[src/rtl/uart_pkg.sv]
// Shared types and constants for the memory-mapped UART blocks.
package uart_pkg;

  typedef enum logic [1:0] {
    TX_IDLE  = 2'd0,
    TX_START = 2'd1,
    TX_DATA  = 2'd2,
    TX_STOP  = 2'd3
  } tx_state_t;

  localparam logic [1:0] UART_DATA_OFS = 2'b00;
  localparam logic [1:0] UART_STAT_OFS = 2'b10;

  localparam int ST_BUSY  = 0;
  localparam int ST_EMPTY = 1;
  localparam int ST_FULL  = 2;
  localparam int ST_OVF   = 3;

endpackage

[src/rtl/uart_tx_io_if.sv]
// CPU I/O bus slice seen by the UART: chip select, strobes, offset and data.
interface uart_tx_io_if;
  logic        uartcs;
  logic        uartwrite;
  logic        uartread;
  logic [1:0]  uartaddr;
  logic [7:0]  uartwdata;
  logic [15:0] uartrdata;

  modport master (output uartcs, uartwrite, uartread, uartaddr, uartwdata,
                  input  uartrdata);
  modport slave  (input  uartcs, uartwrite, uartread, uartaddr, uartwdata,
                  output uartrdata);
endinterface

[src/rtl/sync_fifo.sv]
// Single-clock show-ahead FIFO; push at full and pop at empty are ignored.
module sync_fifo #(
  parameter int WIDTH = 8,
  parameter int DEPTH = 16
) (
  input  logic             clk,
  input  logic             rst_n,
  input  logic             i_push,
  input  logic             i_pop,
  input  logic [WIDTH-1:0] i_din,
  output logic [WIDTH-1:0] o_dout,
  output logic             o_full,
  output logic             o_empty
);
  localparam int AW = (DEPTH > 1) ? $clog2(DEPTH) : 1;
  localparam int CW = $clog2(DEPTH) + 1;

  logic [WIDTH-1:0] r_mem [DEPTH];
  logic [AW-1:0]    r_wptr, r_rptr;
  logic [CW-1:0]    r_count;
  logic             w_do_push, w_do_pop;

  assign o_full    = (r_count == CW'(DEPTH));
  assign o_empty   = (r_count == '0);
  assign w_do_push = i_push & ~o_full;
  assign w_do_pop  = i_pop  & ~o_empty;
  assign o_dout    = r_mem[r_rptr];

  always_ff @(posedge clk) begin
    if (w_do_push) r_mem[r_wptr] <= i_din;
  end

  // Power-of-two depth lets the pointers wrap by natural overflow.
  always_ff @(posedge clk or negedge rst_n) begin
    if (!rst_n) begin
      r_wptr  <= '0;
      r_rptr  <= '0;
      r_count <= '0;
    end else begin
      if (w_do_push) r_wptr <= r_wptr + 1'b1;
      if (w_do_pop)  r_rptr <= r_rptr + 1'b1;
      case ({w_do_push, w_do_pop})
        2'b10:   r_count <= r_count + 1'b1;
        2'b01:   r_count <= r_count - 1'b1;
        default: r_count <= r_count;
      endcase
    end
  end

endmodule

[src/rtl/uart_tx_io.sv]
// Memory-mapped 8N1 UART transmitter: DATA pushes into a FIFO, STATUS polls
// {overflow, full, empty, busy}; the FSM drains the FIFO onto a registered tx.
module uart_tx_io
  import uart_pkg::*;
#(
  parameter int CLK_FREQ_HZ  = 23_000_000,
  parameter int BAUD         = 115_200,
  parameter int CLKS_PER_BIT = CLK_FREQ_HZ / BAUD,
  parameter int FIFO_DEPTH   = 16
) (
  input  logic         clk,
  input  logic         rst_n,
  uart_tx_io_if.slave  bus,
  output logic         tx
);
  localparam int             BW        = (CLKS_PER_BIT > 1) ? $clog2(CLKS_PER_BIT) : 1;
  localparam logic [BW-1:0]  BAUD_LAST = BW'(CLKS_PER_BIT - 1);

  tx_state_t     r_state;
  logic [BW-1:0] r_baud;
  logic [2:0]    r_idx;
  logic [7:0]    r_shift;
  logic          r_tx;
  logic          r_ovf;

  logic          w_push, w_stat_rd, w_pop;
  logic          w_full, w_empty, w_busy, w_baud_end;
  logic [7:0]    w_head;
  logic [15:0]   w_status;

  assign w_push     = bus.uartcs & bus.uartwrite & (bus.uartaddr == UART_DATA_OFS);
  assign w_stat_rd  = bus.uartcs & bus.uartread  & (bus.uartaddr == UART_STAT_OFS);
  assign w_baud_end = (r_baud == BAUD_LAST);
  assign w_busy     = (r_state != TX_IDLE);
  // Pops line up exactly with the FSM transitions that load the shifter.
  assign w_pop      = ~w_empty & ((r_state == TX_IDLE) |
                                  ((r_state == TX_STOP) & w_baud_end));

  sync_fifo #(.WIDTH(8), .DEPTH(FIFO_DEPTH)) u_fifo (
    .clk     (clk),
    .rst_n   (rst_n),
    .i_push  (w_push),
    .i_pop   (w_pop),
    .i_din   (bus.uartwdata),
    .o_dout  (w_head),
    .o_full  (w_full),
    .o_empty (w_empty)
  );

  always_comb begin
    w_status           = '0;
    w_status[ST_BUSY]  = w_busy;
    w_status[ST_EMPTY] = w_empty;
    w_status[ST_FULL]  = w_full;
    w_status[ST_OVF]   = r_ovf;
  end

  assign bus.uartrdata = w_stat_rd ? w_status : 16'h0000;
  assign tx            = r_tx;

  // A drop on the same edge as a status read keeps the flag set.
  always_ff @(posedge clk or negedge rst_n) begin
    if (!rst_n)                 r_ovf <= 1'b0;
    else if (w_push & w_full)   r_ovf <= 1'b1;
    else if (w_stat_rd)         r_ovf <= 1'b0;
  end

  always_ff @(posedge clk or negedge rst_n) begin
    if (!rst_n) begin
      r_state <= TX_IDLE;
      r_baud  <= '0;
      r_idx   <= '0;
      r_shift <= '0;
      r_tx    <= 1'b1;
    end else begin
      case (r_state)
        TX_IDLE: begin
          r_tx <= 1'b1;
          if (!w_empty) begin
            r_shift <= w_head;
            r_baud  <= '0;
            r_state <= TX_START;
            r_tx    <= 1'b0;
          end
        end
        TX_START: begin
          if (w_baud_end) begin
            r_baud  <= '0;
            r_idx   <= '0;
            r_state <= TX_DATA;
            r_tx    <= r_shift[0];
          end else begin
            r_baud  <= r_baud + 1'b1;
          end
        end
        TX_DATA: begin
          if (w_baud_end) begin
            r_baud <= '0;
            if (r_idx == 3'd7) begin
              r_state <= TX_STOP;
              r_tx    <= 1'b1;
            end else begin
              r_idx   <= r_idx + 1'b1;
              r_shift <= {1'b0, r_shift[7:1]};
              r_tx    <= r_shift[1];
            end
          end else begin
            r_baud <= r_baud + 1'b1;
          end
        end
        TX_STOP: begin
          if (w_baud_end) begin
            r_baud <= '0;
            if (!w_empty) begin
              r_shift <= w_head;
              r_state <= TX_START;
              r_tx    <= 1'b0;
            end else begin
              r_state <= TX_IDLE;
            end
          end else begin
            r_baud <= r_baud + 1'b1;
          end
        end
        default: begin
          r_state <= TX_IDLE;
          r_tx    <= 1'b1;
        end
      endcase
    end
  end

endmodule

[src/flat_wrapper.sv]
// flat-port wrapper written by rule: the top's interface ports become plain ports
module uart_tx_io_flat import uart_pkg::*;
#(
  parameter int CLK_FREQ_HZ  = 23_000_000,
  parameter int BAUD         = 115_200,
  parameter int CLKS_PER_BIT = CLK_FREQ_HZ / BAUD,
  parameter int FIFO_DEPTH   = 16
)
  (clk, rst_n, tx, bus_uartcs, bus_uartwrite, bus_uartread, bus_uartaddr, bus_uartwdata, bus_uartrdata);
  uart_tx_io_if bus_i ();
  input  logic clk;
  input  logic rst_n;
  output logic tx;
  input wire logic [$bits(bus_i.uartcs)-1:0] bus_uartcs;
  input wire logic [$bits(bus_i.uartwrite)-1:0] bus_uartwrite;
  input wire logic [$bits(bus_i.uartread)-1:0] bus_uartread;
  input wire logic [$bits(bus_i.uartaddr)-1:0] bus_uartaddr;
  input wire logic [$bits(bus_i.uartwdata)-1:0] bus_uartwdata;
  output wire logic [$bits(bus_i.uartrdata)-1:0] bus_uartrdata;
  assign bus_i.uartcs = bus_uartcs;
  assign bus_i.uartwrite = bus_uartwrite;
  assign bus_i.uartread = bus_uartread;
  assign bus_i.uartaddr = bus_uartaddr;
  assign bus_i.uartwdata = bus_uartwdata;
  assign bus_uartrdata = bus_i.uartrdata;
  uart_tx_io #(.CLK_FREQ_HZ(CLK_FREQ_HZ), .BAUD(BAUD), .CLKS_PER_BIT(CLKS_PER_BIT), .FIFO_DEPTH(FIFO_DEPTH)) u_core (.clk(clk), .rst_n(rst_n), .bus(bus_i), .tx(tx));
endmodule
[config.mk]
export PLATFORM = sky130hd
export DESIGN_NAME = uart_tx_io_flat
export DESIGN_NICKNAME = d
export VERILOG_FILES = /design/src/rtl/uart_pkg.sv /design/src/rtl/uart_tx_io_if.sv /design/src/rtl/sync_fifo.sv /design/src/rtl/uart_tx_io.sv /design/src/flat_wrapper.sv
export SDC_FILE = /design/constraint.sdc
export NUM_CORES = 1
export LEC_CHECK = 0
export BUFFER_PORTS_ARGS = -buffer_cell sky130_fd_sc_hd__buf_2
export CORE_MARGIN = 5
export CORE_UTILIZATION = 40
export CTS_CLUSTER_DIAMETER = 50
export DETAILED_ROUTE_END_ITERATION = 6
export PLACE_DENSITY = 0.58
export SLEW_MARGIN = 10
export SYNTH_ARGS = -nofsm -noshare
export SYNTH_HDL_FRONTEND = slang
export SYNTH_SLANG_ARGS = --single-unit
[constraint.sdc]
create_clock -name clk -period 5.3 [get_ports clk]
set_input_delay 0.53 -clock clk [delete_from_list [all_inputs] [get_ports clk]]
set_output_delay 0.53 -clock clk [all_outputs]
set_load 0.05 [all_outputs]
After elaboration in Yosys (flattened, before gate mapping)

Memories as Yosys holds them, arrays and structs flattened.
Cells that the tools add are included.

Bits of input ports: 15
Bits in registers: 36
Output and inout port bits: 17
Memory bits (writable): 128
Memories: 1
Logic and storage cells: 89

Add/sub/neg operators: 6
Equality and inequality tests: 16
Reduce and logical (&&, ||, !) cells: 13
Muxes and demuxes: 32
Bitwise logic cells: 12

Memories:

| name                | words | width | rd ports | clocked after Yosys merged registers in | write ports | RTL line        | RTL |
|---|---|---|---|---|---|---|---|
| u_core.u_fifo.r_mem | 16    | 8     | 1        | 0                                       | 1           | sync_fifo.sv:18 | `logic [WIDTH-1:0] r_mem [DEPTH];` |

Operators by type and width:

| operator                                                                 | count |
|---|---|
| 8-bit 2-to-1 mux                                                         | 6 |
| 8-bit case mux with 3 select lines                                       | 1 |
| 8-bit case mux with 2 select lines                                       | 1 |
| 4-bit AND reduction                                                      | 3 |
| 1-bit 2-to-1 mux                                                         | 11 |
| 2-bit 2-to-1 mux                                                         | 5 |
| 5-bit case mux with 2 select lines                                       | 1 |
| 1-bit bitwise AND                                                        | 9 |
| 3-bit 2-to-1 mux                                                         | 3 |
| 4-bit by 1-bit adder with 4-bit output (second input constant)           | 2 |
| 8-bit by 1-bit adder with 8-bit output (second input constant)           | 1 |
| 2-bit equality test (second input constant)                              | 4 |
| 8-bit equality test (second input constant)                              | 1 |
| 2-bit by 1-bit inequality test with 1-bit output (second input constant) | 4 |
| 2-bit case mux with 4 select lines                                       | 1 |
| 2-bit nonzero test                                                       | 4 |
| 2-bit inequality test (second input constant)                            | 3 |
| 3-bit case mux with 2 select lines                                       | 1 |
| 5-bit by 1-bit adder with 5-bit output (second input constant)           | 1 |
| 5-bit equality test (second input constant)                              | 1 |
| 5-bit zero test                                                          | 1 |
| 5-bit AND reduction                                                      | 1 |
| 5-bit by 1-bit subtractor with 5-bit output (second input constant)      | 1 |
| 2-bit by 1-bit equality test with 1-bit output (second input constant)   | 2 |
| 9 further kinds                                                          | 11 |

Logic depth before layout (Yosys ltp)

Word-level depth: 7
Mapped depth: 12
Gate-level depth less buffers: 12

By module

Synthesis repeated with hierarchy kept, for this count alone.

Cell total of the unflattened synthesis: 479
Area, all modules: 7270.7 um^2

By module, submodules not included:

| module     | times used | seq. area each (um^2) | area an instance (um^2) | cells each |
|---|---|---|---|---|
| sync_fifo  | 1          | 4169.0                | 5779.3                  | 332 |
| uart_tx_io | 1          | 576.8                 | 1491.4                  | 147 |

Worst setup path after synthesis

OpenSTA, ideal clock, no wires.

Path type: input to register
Start: in bus_uartcs
End: reg u_core.u_fifo.r_count[4]
Library setup time: 0.125 ns
Path buffers: 0
Setup slack: 2.594 ns
Arrival time: 2.581 ns
Required time: 5.175 ns
Stages: 11
Path through: nor2b_1 -> nand2_1 -> nor3_2 -> inv_1 -> ha_1 -> fa_1 -> a21o_1 -> a21oi_1 -> xor2_1 -> nor2_1 -> xor2_1

Cells in the longest elaborated chain, start to end: 5
Elaborated cells on any way between the ends: 7
Classes of those cells: eq/ne: 2; mux: 1; bitwise: 3; reduce/logical: 1

RTL lines:

| what                                                                                         | RTL line           | RTL |
|---|---|---|
| start: declaration                                                                           | flat_wrapper.sv:14 | `input wire logic [$bits(bus_i.uartcs)-1:0] bus_uartcs;` |
| 1-bit bitwise AND * (2 in series)                                                            | uart_tx_io.sv:31   | `assign w_push = bus.uartcs & bus.uartwrite & (bus.uartaddr == UART_DATA_OFS);` |
| 1-bit bitwise AND *                                                                          | sync_fifo.sv:25    | `assign w_do_push = i_push & ~o_full;` |
| 2-bit by 1-bit equality test with 1-bit output / 2-bit equality test (equally long branches) | sync_fifo.sv:42    | `case ({w_do_push, w_do_pop})` |
| 5-bit case mux with 2 select lines / 2-bit nonzero test (equally long branches)              | --                 |  |
| end signal: assignment                                                                       | sync_fifo.sv:43    | `2'b10: r_count <= r_count + 1'b1;` |
| end signal: assignment                                                                       | sync_fifo.sv:44    | `2'b01: r_count <= r_count - 1'b1;` |
| end signal: assignment                                                                       | sync_fifo.sv:45    | `default: r_count <= r_count;` |
| end: declaration                                                                             | sync_fifo.sv:20    | `logic [CW-1:0] r_count;` |

Mark *: on every way between the ends. The rest lies on a longest branch, timed or not.
A chain may end at the register's enable or synchronous reset.

Final worst setup path

Start: reg u_core.u_fifo.r_count[1]
End: reg u_core.u_fifo.r_count[4]

Cells in the longest elaborated chain, start to end: 6
Elaborated cells on any way between the ends: 13
Classes of those cells: add/sub: 2; eq/ne: 3; mux: 1; bitwise: 5; reduce/logical: 2

RTL lines:

| what                                                                                         | RTL line                          | RTL |
|---|---|---|
| 5-bit zero test                                                                              | sync_fifo.sv:24                   | `assign o_empty = (r_count == '0);` |
| 1-bit NOT                                                                                    | sync_fifo.sv:26, uart_tx_io.sv:36 |  |
| 1-bit bitwise AND                                                                            | uart_tx_io.sv:36                  | `assign w_pop = ~w_empty & ((r_state == TX_IDLE) \|` |
| 1-bit bitwise AND                                                                            | sync_fifo.sv:26                   | `assign w_do_pop = i_pop & ~o_empty;` |
| 2-bit by 1-bit equality test with 1-bit output / 2-bit equality test (equally long branches) | sync_fifo.sv:42                   |  |
| 5-bit case mux with 2 select lines / 2-bit nonzero test (equally long branches)              | --                                |  |

Several ways; a longest one is shown, not always the timed one.

==> impl_metrics.py <==
metrics = {
    "run_status": {
        "status": "completed",
    },
    "layout": {
        "final_nets": 508,
        "drive_above_1_share_pct": 15.4,
        "final_cell_mix": "edfxtp_1, dfrtp_1, mux2i_1",
        "fill_cells": 1514,
        "syn_to_final_growth_pct": 11.6,
        "mostFrequentLayoutCell": "edfxtp_1",
        "fin_util_pct": 45.7,
        "antennaDiodeCount": 0,
    },
    "worst_setup_path": {
        "path_max_fanout": 8,
        "critPathKind": "reg -> reg",
        "worstReg2RegEnd": "u_core.u_fifo.r_count[4]",
        "r2r_slack_ps": 2330,
        "cp_top_family": "simple AND/OR/NAND/NOR gates",
        "path_cells": "nor3_1, and3b_1, nor3_2, inv_1, ha_1, fa_1, a21o_1, a21oi_1, xor2_1, nor2_1, xor2_1",
        "crit_start": "u_core.u_fifo.r_count[1]",
        "crit_top_cell": "xor2_1",
        "crit_arrival_ps": 3270,
        "critPathMaxStageDelay_ps": 470,
        "cp_num_buf_inv": 1,
        "required_ps": 5600,
        "slowest_stage": "nor3_2",
        "worst_setup_path_end_kind": "flip-flop",
        "startpoint_type": "flip-flop",
        "r2r_cells": 11,
        "path_depth": 11,
        "critPathCapture": "u_core.u_fifo.r_count[4]",
        "r2r-start": "u_core.u_fifo.r_count[1]",
    },
    "global_routing": {
        "grt_pass1_wl_um": 21800,
        "overflow": 0,
        "grt_pass1_vias": 3731,
        "grtUsageTotal_pct": 14.4,
        "antenna_found_initial": 0,
        "grt_start_max_net_pins": 38,
    },
    "sta": {
        "max_freq_mhz": 336,
        "report.final.slew_viol_count": 0,
        "worstMarginPinSlew_ps": 1050,
        "relSlewSlack_pct": 30.3,
        "hold_viol": 0,
        "post-route-period-util_pct": 56.1,
        "setup_viol": 0,
        "rsz0062_at_grt": "no",
        "tns_ps": 0,
        "timing.final.crit_period_ps": 2970,
        "hold_slack_ps": 216,
        "clock_skew_ps": 12.3,
    },
    "power": {
        "power_switching_uw": 1350,
        "p_clk_share_pct": 30.1,
        "ir_drop_v": 0.000281,
        "swShare_pct": 32.8,
        "p_per_area_nw_per_um2": 517,
        "p_leak_uw": 0.00289,
        "comb_power_share_pct": 27.2,
        "seqPwrFrac_pct": 42.8,
        "internal-power_uw": 2760,
    },
    "clocking": {
        "clkSinkCount": 164,
        "cts-buffers-inserted": 17,
        "cts_max_level": 4,
        "cts_buffer_depth": 2,
        "cts.repair.resized": 0,
        "clk_latency_ps": 420,
        "cts.hold.buffers_added": 0,
        "cts_setup_buffers": 0,
        "clkTransAtPathRegs_ps": 60,
        "tritoncts": "yes",
        "clockRootBuffer": "clkbuf_16",
    },
    "synth": {
        "synth-seq-cells": 164,
        "synth_flop_cell": "edfxtp_1",
        "postSynthAreaPerCell_um2": 15.7,
        "synth_enable_flop_cells": 128,
        "yosysWarnings": 0,
        "syn_inst": 455,
        "ys_seq_area_share_pct": 66.6,
        "async_flop_share_pct": 22.0,
        "synth_cell_types": 53,
        "syn_area_um2": 7130,
    },
    "floorplan": {
        "ios": 32,
        "die_height_um": 144,
        "core_um2": 17400,
        "rows": 48,
        "start_util_pct": 40.9,
        "die-area_um2": 20600,
        "die_x_um": 144,
    },
    "route": {
        "drc": 0,
        "vias_per_cell": 5.37,
        "via_count": 3822,
        "drtIter0Drc": 240,
        "postRouteAntennaNets": 0,
        "wl_per_cell_um": 19.6,
        "routed_wl_um": 14000,
        "drtPass1Iterations": 4,
    },
    "place": {
        "port-buffer-count": 19,
        "place_hpwl_um": 9390,
        "gp_congestion": 0.765,
    },
    "flow_run": {
        "maxCapViolations": 0,
    },
    "worst_hold_path": {
        "hp-class": "in -> async",
    },
}
-- power groups by stage --
stage / Clock (uW) / Combinational, uW / Sequential, uW
after floorplan: 0 / 1030 / 1630
after global placement: 0 / 1090 / 1780
after detailed placement: 0 / 1120 / 1790
final: 1240 / 1120 / 1760
after global routing: 1320 / 1220 / 1780
after CTS: 1250 / 1130 / 1760
-- state kept, by name, indices dropped and copies added, names as in the netlist --
signal                 flops
u_core.u_fifo.r_rptr       4
u_core.u_fifo.r_count      5
u_core.r_ovf               1
u_core.u_fifo.r_wptr       4
u_core.r_shift             8
u_core.r_baud              8
u_core.r_idx               3
u_core.tx                  1
u_core.u_fifo.r_mem      128
u_core.r_state             2
-- cells by family after synthesis --
| kind of cell | count (synthesis) | share of synthesized area [%] |
|---|---|---|
| flip-flops | 164 | 66.6 |
| AND/OR/NAND/NOR | 85 | 6.14 |
| AO/OA/AOI/OAI | 83 | 7.99 |
| multiplexers | 50 | 10.8 |
| buffers and inverters | 42 | 3.63 |
| adder cells (fa/ha/maj) | 19 | 3.44 |
| XOR/XNOR | 11 | 1.35 |
| other | 1 | 0.0526 |
-- synth_stat cells, drive strengths merged, types with 2 or more instances --
| cell | instances | area share, % |
|---|---|---|
| ha | 18 | 3.2 |
| xnor2 | 7 | 0.86 |
| xor2 | 4 | 0.49 |
| o311ai | 7 | 0.86 |
| nor3 | 5 | 0.42 |
| a22oi | 14 | 1.5 |
| nand2b | 2 | 0.18 |
| and2b | 2 | 0.23 |
| edfxtp | 128 | 54 |
| nor2 | 16 | 0.84 |
| and2 | 9 | 0.81 |
| inv | 11 | 0.58 |
| clkbuf | 7 | 0.37 |
| mux4 | 19 | 6.4 |
| a21o | 3 | 0.32 |
| o22ai | 8 | 0.70 |
| and3 | 7 | 0.61 |
| nor3b | 4 | 0.42 |
| nand3 | 7 | 0.49 |
| dfrtp | 35 | 12 |
| buf | 24 | 2.7 |
| mux2i | 28 | 3.9 |
| o21a | 8 | 0.84 |
| a31oi | 2 | 0.18 |
| mux2 | 3 | 0.47 |
| a32o | 2 | 0.28 |
| o21ai | 15 | 1.1 |
| nand2 | 25 | 1.3 |
| o21bai | 2 | 0.21 |
| a211oi | 2 | 0.21 |
| a21oi | 11 | 0.77 |
| nor2b | 4 | 0.35 |
| o31ai | 3 | 0.32 |
-- how the worst min path moves through the flow --
| stage | start | endpoint | slack (ps) | depth (start not counted) |
|---|---|---|---|---|
| finish | rst_n | u_core.u_fifo.r_count[2] | 220 | 1 |
| global route | rst_n | u_core.u_fifo.r_wptr[1] | 290 | 1 |
| CTS | rst_n | u_core.r_shift[1] | 240 | 1 |
| detailed placement | u_core.r_baud[7] | u_core.r_baud[7] | 470 | 1 |
| global placement | u_core.u_fifo.r_count[4] | u_core.u_fifo.r_count[4] | 470 | 1 |
| floorplan | rst_n | u_core.r_baud[0] | 230 | 0 |
-- final cells by class --
| cell class | count | area (um^2) | area share [%] |
|---|---|---|---|
| inverter | 11 | 41.3 | 0.519 |
| clock inverter | 14 | 166 | 2.09 |
| sequential | 164 | 4750 | 59.7 |
| tap | 225 | 282 | 3.54 |
| timing repair buffer | 20 | 103 | 1.29 |
| multi-input combinational | 260 | 2190 | 27.5 |
| clock buffer | 18 | 429 | 5.40 |
-- routing by layer --
layer	GRT usage (%)	part of all wire, %	vias to the layer above
met5	0	0	-
met4	3.72	1.0	0
met3	3.49	4.5	15
met2	24.3	51	68
met1	18.8	43	1955
li1	-	-	1784
-- through the flow --
step                      power (uW)  setup slack (ps)  cell area (um^2)  std cells
after floorplan                 2650              2590              7170        466
after global placement          2870              2310              7340        680
after detailed placement        2910              2220              7340        680
after CTS                       4150              2340              7930        712
after global routing            4330              2140              7950        712
final                           4110              2330              7950        712
(Power assumes the default switching activity.)
